### config.mk
export PLATFORM = sky130hd
export DESIGN_NAME = alu_acc_sequencer_flat
export DESIGN_NICKNAME = d
export VERILOG_FILES = /design/src/rtl/alu_acc_sequencer_pkg.sv /design/src/rtl/alu_acc_sequencer_if.sv /design/src/rtl/alu_acc_sequencer.sv /design/src/flat_wrapper.sv
export SDC_FILE = /design/constraint.sdc
export NUM_CORES = 1
export LEC_CHECK = 0
export CAP_MARGIN = 10
export CORE_MARGIN = 2
export CORE_UTILIZATION = 48
export DETAILED_ROUTE_END_ITERATION = 7
export PLACE_DENSITY = 0.87
export SYNTH_ARGS = -nofsm -noshare
export SYNTH_HDL_FRONTEND = slang
export SYNTH_SLANG_ARGS = --single-unit
### constraint.sdc
create_clock -name clk -period 4.53 [get_ports clk]
set_input_delay 1.1325 -clock clk [delete_from_list [all_inputs] [get_ports clk]]
set_output_delay 1.1325 -clock clk [all_outputs]
set_load 0.02 [all_outputs]
### src/rtl/alu_acc_sequencer_pkg.sv
// Shared opcodes, ALU selects and FSM states for the accumulator sequencer.
package alu_seq_pkg;

  localparam logic [2:0] OP_LOAD  = 3'b000;
  localparam logic [2:0] OP_ADD   = 3'b001;
  localparam logic [2:0] OP_SUB   = 3'b010;
  localparam logic [2:0] OP_AND   = 3'b011;
  localparam logic [2:0] OP_OR    = 3'b100;
  localparam logic [2:0] OP_CLEAR = 3'b101;

  localparam logic [1:0] SEL_ADD = 2'b00;
  localparam logic [1:0] SEL_SUB = 2'b01;
  localparam logic [1:0] SEL_AND = 2'b10;
  localparam logic [1:0] SEL_OR  = 2'b11;

  typedef enum logic [1:0] {
    S_IDLE    = 2'b00,
    S_ISSUE   = 2'b01,
    S_CAPTURE = 2'b10
  } state_t;

  function automatic logic is_alu_op(input logic [2:0] op);
    return (op == OP_ADD) || (op == OP_SUB) || (op == OP_AND) || (op == OP_OR);
  endfunction

  function automatic logic [1:0] op_to_sel(input logic [2:0] op);
    logic [1:0] sel;
    case (op)
      OP_ADD:  sel = SEL_ADD;
      OP_SUB:  sel = SEL_SUB;
      OP_AND:  sel = SEL_AND;
      OP_OR:   sel = SEL_OR;
      default: sel = SEL_ADD;
    endcase
    return sel;
  endfunction

endpackage

### src/rtl/alu_acc_sequencer_if.sv
// Command valid/ready bus feeding the accumulator sequencer.
interface alu_acc_sequencer_if #(parameter int WIDTH = 4);
  logic             cmd_valid;
  logic             cmd_ready;
  logic [2:0]       cmd_op;
  logic [WIDTH-1:0] cmd_data;

  modport master (output cmd_valid, output cmd_op, output cmd_data, input cmd_ready);
  modport slave  (input cmd_valid, input cmd_op, input cmd_data, output cmd_ready);
endinterface

### src/rtl/alu_acc_sequencer.sv
// Accumulator sequencer driving an external 4-bit combinational ALU.
// Optional zero flag output enabled by ALU_ACC_ZERO_FLAG_EN.
module alu_acc_sequencer
  import alu_seq_pkg::*;
#(
  parameter int WIDTH  = 4,
  parameter int SETTLE = 1
) (
  input  logic             clk,
  input  logic             rst_n,
  alu_acc_sequencer_if.slave cmd,
  output logic [WIDTH-1:0] alu_a,
  output logic [WIDTH-1:0] alu_b,
  output logic [1:0]       alu_s,
  input  logic [WIDTH-1:0] alu_o,
  input  logic             alu_co,
`ifdef ALU_ACC_ZERO_FLAG_EN
  output logic             zero,
`endif
  output logic [WIDTH-1:0] acc,
  output logic             carry,
  output logic             done,
  output logic             err
);

  localparam logic [1:0] SETTLE_M1 = 2'(SETTLE - 1);

  state_t           state_r, state_s;
  logic [1:0]       cnt_r, cnt_s;
  logic [2:0]       op_r, op_s;
  logic [WIDTH-1:0] alu_b_r, alu_b_s;
  logic [1:0]       alu_s_r, alu_s_s;
  logic [WIDTH-1:0] acc_r, acc_s;
  logic             carry_r, carry_s;
  logic             done_r, done_s;
  logic             err_r, err_s;
  logic             ready_r, ready_s;

  // State register
  always_ff @(posedge clk or negedge rst_n) begin
    if (!rst_n) begin
      state_r <= S_IDLE;
    end else begin
      state_r <= state_s;
    end
  end

  // Next-state and datapath next values
  always_comb begin
    state_s = state_r;
    cnt_s   = cnt_r;
    op_s    = op_r;
    alu_b_s = alu_b_r;
    alu_s_s = alu_s_r;
    acc_s   = acc_r;
    carry_s = carry_r;
    done_s  = 1'b0;
    err_s   = 1'b0;
    case (state_r)
      S_IDLE: begin
        if (cmd.cmd_valid && ready_r) begin
          op_s    = cmd.cmd_op;
          alu_b_s = cmd.cmd_data;
          cnt_s   = SETTLE_M1;
          if (is_alu_op(cmd.cmd_op)) begin
            alu_s_s = op_to_sel(cmd.cmd_op);
            state_s = S_ISSUE;
          end else begin
            state_s = S_CAPTURE;
          end
        end else begin
          state_s = S_IDLE;
        end
      end
      S_ISSUE: begin
        if (cnt_r == 2'd0) begin
          state_s = S_CAPTURE;
        end else begin
          cnt_s = cnt_r - 2'd1;
        end
      end
      S_CAPTURE: begin
        done_s  = 1'b1;
        state_s = S_IDLE;
        case (op_r)
          OP_LOAD:  acc_s = alu_b_r;
          OP_CLEAR: begin
            acc_s   = '0;
            carry_s = 1'b0;
          end
          OP_ADD, OP_SUB, OP_AND, OP_OR: begin
            acc_s   = alu_o;
            carry_s = alu_co;
          end
          default:  err_s = 1'b1;
        endcase
      end
      default: state_s = S_IDLE;
    endcase
    // Ready is registered so it tracks the state we are about to enter.
    ready_s = (state_s == S_IDLE);
  end

  // Datapath and output registers
  always_ff @(posedge clk or negedge rst_n) begin
    if (!rst_n) begin
      cnt_r   <= 2'd0;
      op_r    <= OP_LOAD;
      alu_b_r <= '0;
      alu_s_r <= SEL_ADD;
      acc_r   <= '0;
      carry_r <= 1'b0;
      done_r  <= 1'b0;
      err_r   <= 1'b0;
      ready_r <= 1'b1;
    end else begin
      cnt_r   <= cnt_s;
      op_r    <= op_s;
      alu_b_r <= alu_b_s;
      alu_s_r <= alu_s_s;
      acc_r   <= acc_s;
      carry_r <= carry_s;
      done_r  <= done_s;
      err_r   <= err_s;
      ready_r <= ready_s;
    end
  end

`ifdef ALU_ACC_ZERO_FLAG_EN
  logic zero_r;

  // Zero flag reflects the accumulator value written on every retire
  always_ff @(posedge clk or negedge rst_n) begin
    if (!rst_n) begin
      zero_r <= 1'b0;
    end else if (state_r == S_CAPTURE) begin
      zero_r <= (acc_s == '0);
    end else begin
      zero_r <= zero_r;
    end
  end

  assign zero = zero_r;
`endif

  assign cmd.cmd_ready = ready_r;
  assign alu_a         = acc_r;
  assign alu_b         = alu_b_r;
  assign alu_s         = alu_s_r;
  assign acc           = acc_r;
  assign carry         = carry_r;
  assign done          = done_r;
  assign err           = err_r;

endmodule
### src/flat_wrapper.sv
// flat-port wrapper written by rule: the top's interface ports become plain ports
module alu_acc_sequencer_flat import alu_seq_pkg::*;
#(
  parameter int WIDTH  = 4,
  parameter int SETTLE = 1
)
  (clk, rst_n, alu_a, alu_b, alu_s, alu_o, alu_co, acc, carry, done, err, cmd_cmd_valid, cmd_cmd_op, cmd_cmd_data, cmd_cmd_ready);
  alu_acc_sequencer_if #(.WIDTH(WIDTH)) cmd_i ();
  input  logic clk;
  input  logic rst_n;
  output logic [WIDTH-1:0] alu_a;
  output logic [WIDTH-1:0] alu_b;
  output logic [1:0] alu_s;
  input  logic [WIDTH-1:0] alu_o;
  input  logic alu_co;
  output logic [WIDTH-1:0] acc;
  output logic carry;
  output logic done;
  output logic err;
  input wire logic [$bits(cmd_i.cmd_valid)-1:0] cmd_cmd_valid;
  input wire logic [$bits(cmd_i.cmd_op)-1:0] cmd_cmd_op;
  input wire logic [$bits(cmd_i.cmd_data)-1:0] cmd_cmd_data;
  output wire logic [$bits(cmd_i.cmd_ready)-1:0] cmd_cmd_ready;
  assign cmd_i.cmd_valid = cmd_cmd_valid;
  assign cmd_i.cmd_op = cmd_cmd_op;
  assign cmd_i.cmd_data = cmd_cmd_data;
  assign cmd_cmd_ready = cmd_i.cmd_ready;
  alu_acc_sequencer #(.WIDTH(WIDTH), .SETTLE(SETTLE)) u_core (.clk(clk), .rst_n(rst_n), .cmd(cmd_i), .alu_a(alu_a), .alu_b(alu_b), .alu_s(alu_s), .alu_o(alu_o), .alu_co(alu_co), .acc(acc), .carry(carry), .done(done), .err(err));
endmodule
==> metrics.yaml, run 1 <==
postSynthRegisterBits: 21
clock_tree_from_tritoncts: "built"
grt_util_met2: 0.380
yosys_warnings: 0
groute.layer.met3.usage: 0.0364
synth.area.top_cells: "dfrtp_1 50%, nand2_1 7.5%, a221o_1 4.0%, o21ai_0 3.5%, a21boi_0 3.0%"
unrepaired_setup_endpoints_after_global_routing: "no"
critical_path.slowest_cell: "clkdlybuf4s50_1"
numPortBuffers: 32
global_route_hottest_layer: "met2"
worst-path-max-fanout: 3
cts_sinks: 21
power.density_nw_per_um2: 630
die_x_microns: 49.6
setup_failing_eps_final: 0
routedWlPerCell_microns: 14.3
synth_cell_types: 28
filler_cell_count: 164
layout-drive-gt1-share: 0.0794
totalNegativeSetupSlack_ps: 0
grt_antenna_before_repair: 0
cp.buffers_inverters: 1
setup.worst_path.class: "flip-flop to output pin"
final_max_slew_viol_count: 0
area_of_all_placed_cells_without_fillers_sq_um: 1330
cp-start-kind: "flip-flop"
dr.pass1.iters: 4
finish.net_count: 143
status: "completed"
drt_iter0_markers: 14
synthDominantAreaCellType: "dfrtp_1"
max-vdd-ir-drop_mv: 0.301
coreArea_sq_um: 1960
setup_ws_post_layout_ps: 1910
grt_first_pass_wirelength_microns: 3870
detailed_place_hpwl_microns: 1690
first_global_vias: 839
synth_top_area_frac: 0.502
worst_pin_slew_ps: 900
die_area_sq_um: 2460
fin_skew_ps: 3.20
cp.required_ps: 3400
timing.critical_path.max_delay_family: "buffers and inverters"
crit_path_capture_type: "output pin"
net_count_of_the_mapped_netlist: 114
ios: 33
drcViolationCount: 0
clk_path_buf_depth: 2
antenna_cells: 0
max_freq_mhz: 382
fin_util: 0.676
worst-endpoint-arrival_ps: 1480
critPathMaxStageDelay_ps: 610
multi_input_area_sq_um: 403
final.min_clock_period_ps: 2620
dpl-instance-area_sq_um: 1300
pre_cts_slack_ps: 1900
htree_num_levels: 1
p_leak_uw: 0.000568
std_cell_rows: 16
area_delta_synth_final_pct: 33.0
report.final.hold_viol_count: 0
total_power_uw: 836
clk-insertion-delay-late_ps: 310
grt_start_max_net_pins: 22
clock_buffers_created_by_tritoncts: 3
grt_util_met1: 0.237
globalplace.congestion: 0.753
initial_utilization: 0.508
max_cap_violations: 0
grt.overflow.total: 0
seq_area_frac_synth: 0.528
post_synth_inst_count: 98
drt.antenna.violating_nets: 0
cts.repair.resized: 0
mappedNetlistArea_sq_um: 997
synth.avg_cell_area_sq_um: 10.2
period_share: 0.577
cts.reportedPaths.clkPinSlew_ps: 110
worst_slew_margin_rel: 0.398
chain_of_cells_forming_the_critical_path: "clkdlybuf4s50_1"
floorplan.die.height_microns: 49.6
total_detailed_routing_wirelength_microns: 2190
worstHoldPathType: "flip-flop to flip-flop"
cts_hold_buffers: 0
vias_per_cell: 5.41
global_route_usage_over_all_layers: 0.206
final-seq-area_sq_um: 527
cts.root.buffer_cell: "clkbuf_4"
postCtsSetupRepairBufs: 0
vias: 828
power breakdown:
group,switching (uW),total (uW),internal (uW)
Combinational,209,414,205
Clock,58.4,91.5,33.1
Sequential,69.7,330,260
Total,337,836,499
cells by family (layout without fill, tap and decap cells):
group                      count (synthesis)  in the layout  share of synthesized area
adders and majority gates                  1              1                     0.0125
and+or+nand+nor                           39             39                      0.217
DFF                                       21             21                      0.528
xor gates and xnor gates                   2              2                     0.0176
AOI/OAI and AO/OA                         23             23                      0.157
buffers and inverters                     12             40                     0.0677
synth_stat cells:
library cell and count:
nand2_1 20, or3_4 1, buf_4 4, or3b_2 1
o21ai_0 7, nor4b_1 1, nand4bb_1 1, ha_1 1
dfrtp_1 20, nand4b_1 2, clkbuf_1 3, a21boi_0 4
and4bb_2 2, a22o_1 1, a221o_1 4, a21oi_1 5
o311ai_0 1, nor2_1 5, xor2_1 2, inv_1 4
nand4_1 1, nor2b_1 1, buf_6 1, nand2b_1 1
o2111ai_1 1, nand3_1 2, and3_4 1, dfstp_2 1
layout by cell type (no fill, tap or decap), types with 2 or more instances in the layout:
master | synthesis | layout
nand4b_1 | 2 | 2
nand3_1 | 2 | 2
dfrtp_1 | 20 | 20
inv_1 | 4 | 4
nand2_1 | 20 | 20
a21oi_1 | 5 | 5
o21ai_0 | 7 | 7
clkdlybuf4s50_1 | 0 | 32
nor2_1 | 5 | 5
xor2_1 | 2 | 2
clkbuf_4 | 0 | 3
a221o_1 | 4 | 4
and4bb_2 | 2 | 2
a21boi_0 | 4 | 4
flip-flops by register name, indices dropped and copies added (netlist names):
signal / cells
u_core.acc: 4
u_core.alu_b: 4
u_core.op_r: 3
u_core.alu_s: 2
u_core.cnt_r: 2
u_core.state_r: 2
u_core.carry: 1
u_core.cmd.cmd_ready: 1
u_core.done: 1
u_core.err: 1
layer usage:
| layer | vias to the layer above | wire length [microns] | part of all wire |
|---|---|---|---|
| met5 | - | 0 | 0 |
| met4 | 0 | 34 | 0.016 |
| met3 | 3 | 104 | 0.048 |
| met2 | 30 | 1140 | 0.52 |
| met1 | 398 | 908 | 0.42 |
| li1 | 397 | - | - |
path summary, 6_finish.rpt:
path                                                 from                     endpoint  slack (ps)  cells after the start
min reg2reg                   u_core.cnt_r[0]$_DFFE_PN0P_  u_core.cnt_r[0]$_DFFE_PN0P_         510                      1
min in group asynchronous                           rst_n    u_core.acc[0]$_DFFE_PN0P_        1310                      1
max                        u_core.cmd.cmd_ready$_DFF_PN1_                cmd_cmd_ready        1910                      1
max reg2reg                u_core.cmd.cmd_ready$_DFF_PN1_  u_core.alu_s[1]$_DFFE_PN0P_        3030                      3
max in group asynchronous                           rst_n  u_core.state_r[1]$_DFF_PN0_        2670                      1
min                           u_core.cnt_r[0]$_DFFE_PN0P_  u_core.cnt_r[0]$_DFFE_PN0P_         510                      1
final cells by class:
type,count,share of cell area
Inverter,4,0.0113
Clock inverter,1,0.00377
Sequential cell,21,0.397
Timing Repair Buffer,32,0.242
Multi-Input combinational cell,65,0.304
Clock buffer,3,0.0170
Tap cell,27,0.0255
through the flow:
| step | cells | hold WS (ps) |
|---|---|---|
| 2_1_floorplan | 98 | 457 |
| 3_3_place_gp | 149 | 478 |
| 3_5_place_dp | 149 | 492 |
| 4_1_cts | 153 | 509 |
| 5_1_grt | 153 | 527 |
| 6_report | 153 | 506 |
(Power assumes the default switching activity.)
==> run 2, diff against run 1 <==
CORE_UTILIZATION = 40   (was 48)
PLACE_DENSITY = 0.78   (was 0.87)
clock period = 2.1 ns   (was 4.53 ns; I/O delays follow)
==> run 2 against run 1 <==
Sequential share of layout area down 0.77 points. Register-to-register slack worse by 2400 ps. Clock power up 110%. Combinational power up 120%. Via count up 1.2%. Sequential power up 120%. Final cell count up 3.9%. Sequential cell count unchanged. Critical path type unchanged. Non-clock buffer count up 3. Utilization down 11 points. Highest routed layer is now met3. Worst setup slack worse by 1800 ps. Wire length up 0.55%.
==> metrics.yaml, run 2 (same netlist as run 1, synthesis figures left out) <==
clk_path_buf_depth: 2  # unchanged
first_global_vias: 808  # -3.7%
layout_common_cells: "32 x clkdlybuf4s50_1, 20 x nand2_1, 20 x dfrtp_1"
chain_of_cells_forming_the_critical_path: "clkdlybuf4s50_1"
drt_iter0_markers: 6  # -8
setup.reg_to_reg.worst_slack_ps: 600  # -2430 ps
finish.net_count: 146  # +2.1%
coreArea_sq_um: 2410  # +23%
drcViolationCount: 0  # unchanged
ios: 33  # unchanged
area_delta_synth_final_pct: 35.6
numPortBuffers: 32  # unchanged
cts.repair.resized: 0  # unchanged
worst-endpoint-arrival_ps: 1460  # -20 ps
period_share: 0.946
totalNegativeSetupSlack_ps: 0  # unchanged
routedWlPerCell_microns: 13.8  # -3.2%
grt_util_met1: 0.184  # -0.0535
initial_utilization: 0.414  # -0.0945
groute.layer.met3.usage: 0.0333  # -0.00303
worst_hold_path.num_cells: 1  # unchanged
setup_ws_post_layout_ps: 114  # -1800 ps
vias_per_cell: 5.27  # -2.6%
critPathMaxStageDelay_ps: 600  # about the same
clk-insertion-delay-late_ps: 300  # about the same
die_area_sq_um: 2910  # +18%
grt.overflow.total: 0  # unchanged
setup_failing_eps_final: 0  # unchanged
grt_antenna_before_repair: 0  # unchanged
die_x_microns: 53.9  # +8.8%
clock_buffers_created_by_tritoncts: 3  # unchanged
path_depth_of_the_worst_reg2reg_path: 3  # unchanged
detailed_place_hpwl_microns: 1670  # -1.5%
global_route_usage_over_all_layers: 0.161  # -0.0448
max_cap_violations: 0  # unchanged
critical_path_cell_count: 1  # unchanged
vias: 838  # +1.2%
cts_hold_buffers: 0  # unchanged
worst_slew_margin_rel: 0.819  # +0.421
layout-drive-gt1-share: 0.101  # +0.0214
setup.worst_path.class: "flip-flop to output pin"
cp.required_ps: 1570  # -1830 ps
postCtsSetupRepairBufs: 0  # unchanged
max-vdd-ir-drop_mv: 0.636  # +110%
cp.buffers_inverters: 1  # unchanged
global_route_hottest_layer: "met2"
cts.root.buffer_cell: "clkbuf_4"
max_freq_mhz: 504
final_max_slew_viol_count: 0  # unchanged
fin_skew_ps: 1.64  # -1.55 ps
layout.cells.most_common: "clkdlybuf4s50_1"
floorplan.die.height_microns: 53.9  # +8.8%
power.density_nw_per_um2: 1340  # +110%
antenna_cells: 0  # unchanged
pre_cts_slack_ps: 301  # -1600 ps
worst-path-max-fanout: 3  # unchanged
grt_first_pass_wirelength_microns: 3400  # -12%
unrepaired_setup_endpoints_after_global_routing: "no"
r2r_end: "u_core.acc[0]$_DFFE_PN0P_"
worstHoldPathType: "flip-flop to flip-flop"
drt.antenna.violating_nets: 0  # unchanged
globalplace.congestion: 0.753  # about the same
timing.critical_path.max_delay_family: "buffers and inverters"
setup.worst_path.end: "cmd_cmd_ready"
cts_sinks: 21  # unchanged
worst_pin_slew_ps: 268  # -632 ps
std_cell_rows: 18  # +2
grt_start_max_net_pins: 22  # unchanged
htree_num_levels: 1  # unchanged
status: "completed"
p_leak_uw: 0.000583  # +2.5%
critical_path.slowest_cell: "clkdlybuf4s50_1"
crit_path_capture_type: "output pin"
cp-start-kind: "flip-flop"
total_detailed_routing_wirelength_microns: 2200  # +0.55%
cts.reportedPaths.clkPinSlew_ps: 110  # about the same
grt_util_met2: 0.289  # -0.0914
clock_tree_from_tritoncts: "built"
launching_instance_or_port_of_the_critical_path: "u_core.cmd.cmd_ready$_DFF_PN1_"
report.final.hold_viol_count: 0  # unchanged
dr.pass1.iters: 4  # unchanged
crit-reg2reg-launch: "u_core.op_r[1]$_DFFE_PN0P_"
final.min_clock_period_ps: 1990
[run 2: cell types whose count changed in the layout (fill, tap and decap cells not counted), sizes merged]
cell | before | now
buf | 0 | 3
[run 2: final cells by class]
class	count	area, sq um
clock buffers	3	22.5
well taps	30	37.5
repair buffers	35	343
fillers	223	1060
clock inverters	1	5.00
inverters	4	15.0
multi-input cells	65	403
flip-flops and latches	21	527
[run 2: stage by stage]
step	cell area, sq um	std cells	hold WS [ps]	utilization	total power [uW]
after CTS	1350	159	514	0.561	1840
final	1350	159	510	0.561	1820
after floorplan	997	98	229	-	1260
after detailed placement	1330	155	497	0.550	1640
after global routing	1350	159	540	0.561	1940
after global placement	1330	155	477	0.550	1600
[run 2: worst min path at each step]
stage	from	to
floorplan	rst_n	u_core.acc[0]$_DFFE_PN0P_
global placement	u_core.cnt_r[0]$_DFFE_PN0P_	u_core.cnt_r[0]$_DFFE_PN0P_
detailed placement	u_core.cnt_r[0]$_DFFE_PN0P_	u_core.cnt_r[0]$_DFFE_PN0P_
CTS	u_core.cnt_r[0]$_DFFE_PN0P_	u_core.cnt_r[0]$_DFFE_PN0P_
global route	u_core.cnt_r[0]$_DFFE_PN0P_	u_core.cnt_r[0]$_DFFE_PN0P_
finish	u_core.cnt_r[0]$_DFFE_PN0P_	u_core.cnt_r[0]$_DFFE_PN0P_
[run 2: report_power, final]
group / switching (uW) / internal (uW) / leakage, uW
logic: 452 / 460 / 0.000302
clock network: 120 / 71.0 / 0.0000177
registers: 152 / 562 / 0.000263
[run 2: routing by layer]
metal,part of all wire,vias to the layer above
met4,0,0
li1,-,404
met2,0.50,30
met5,0,-
met3,0.072,0
met1,0.42,404
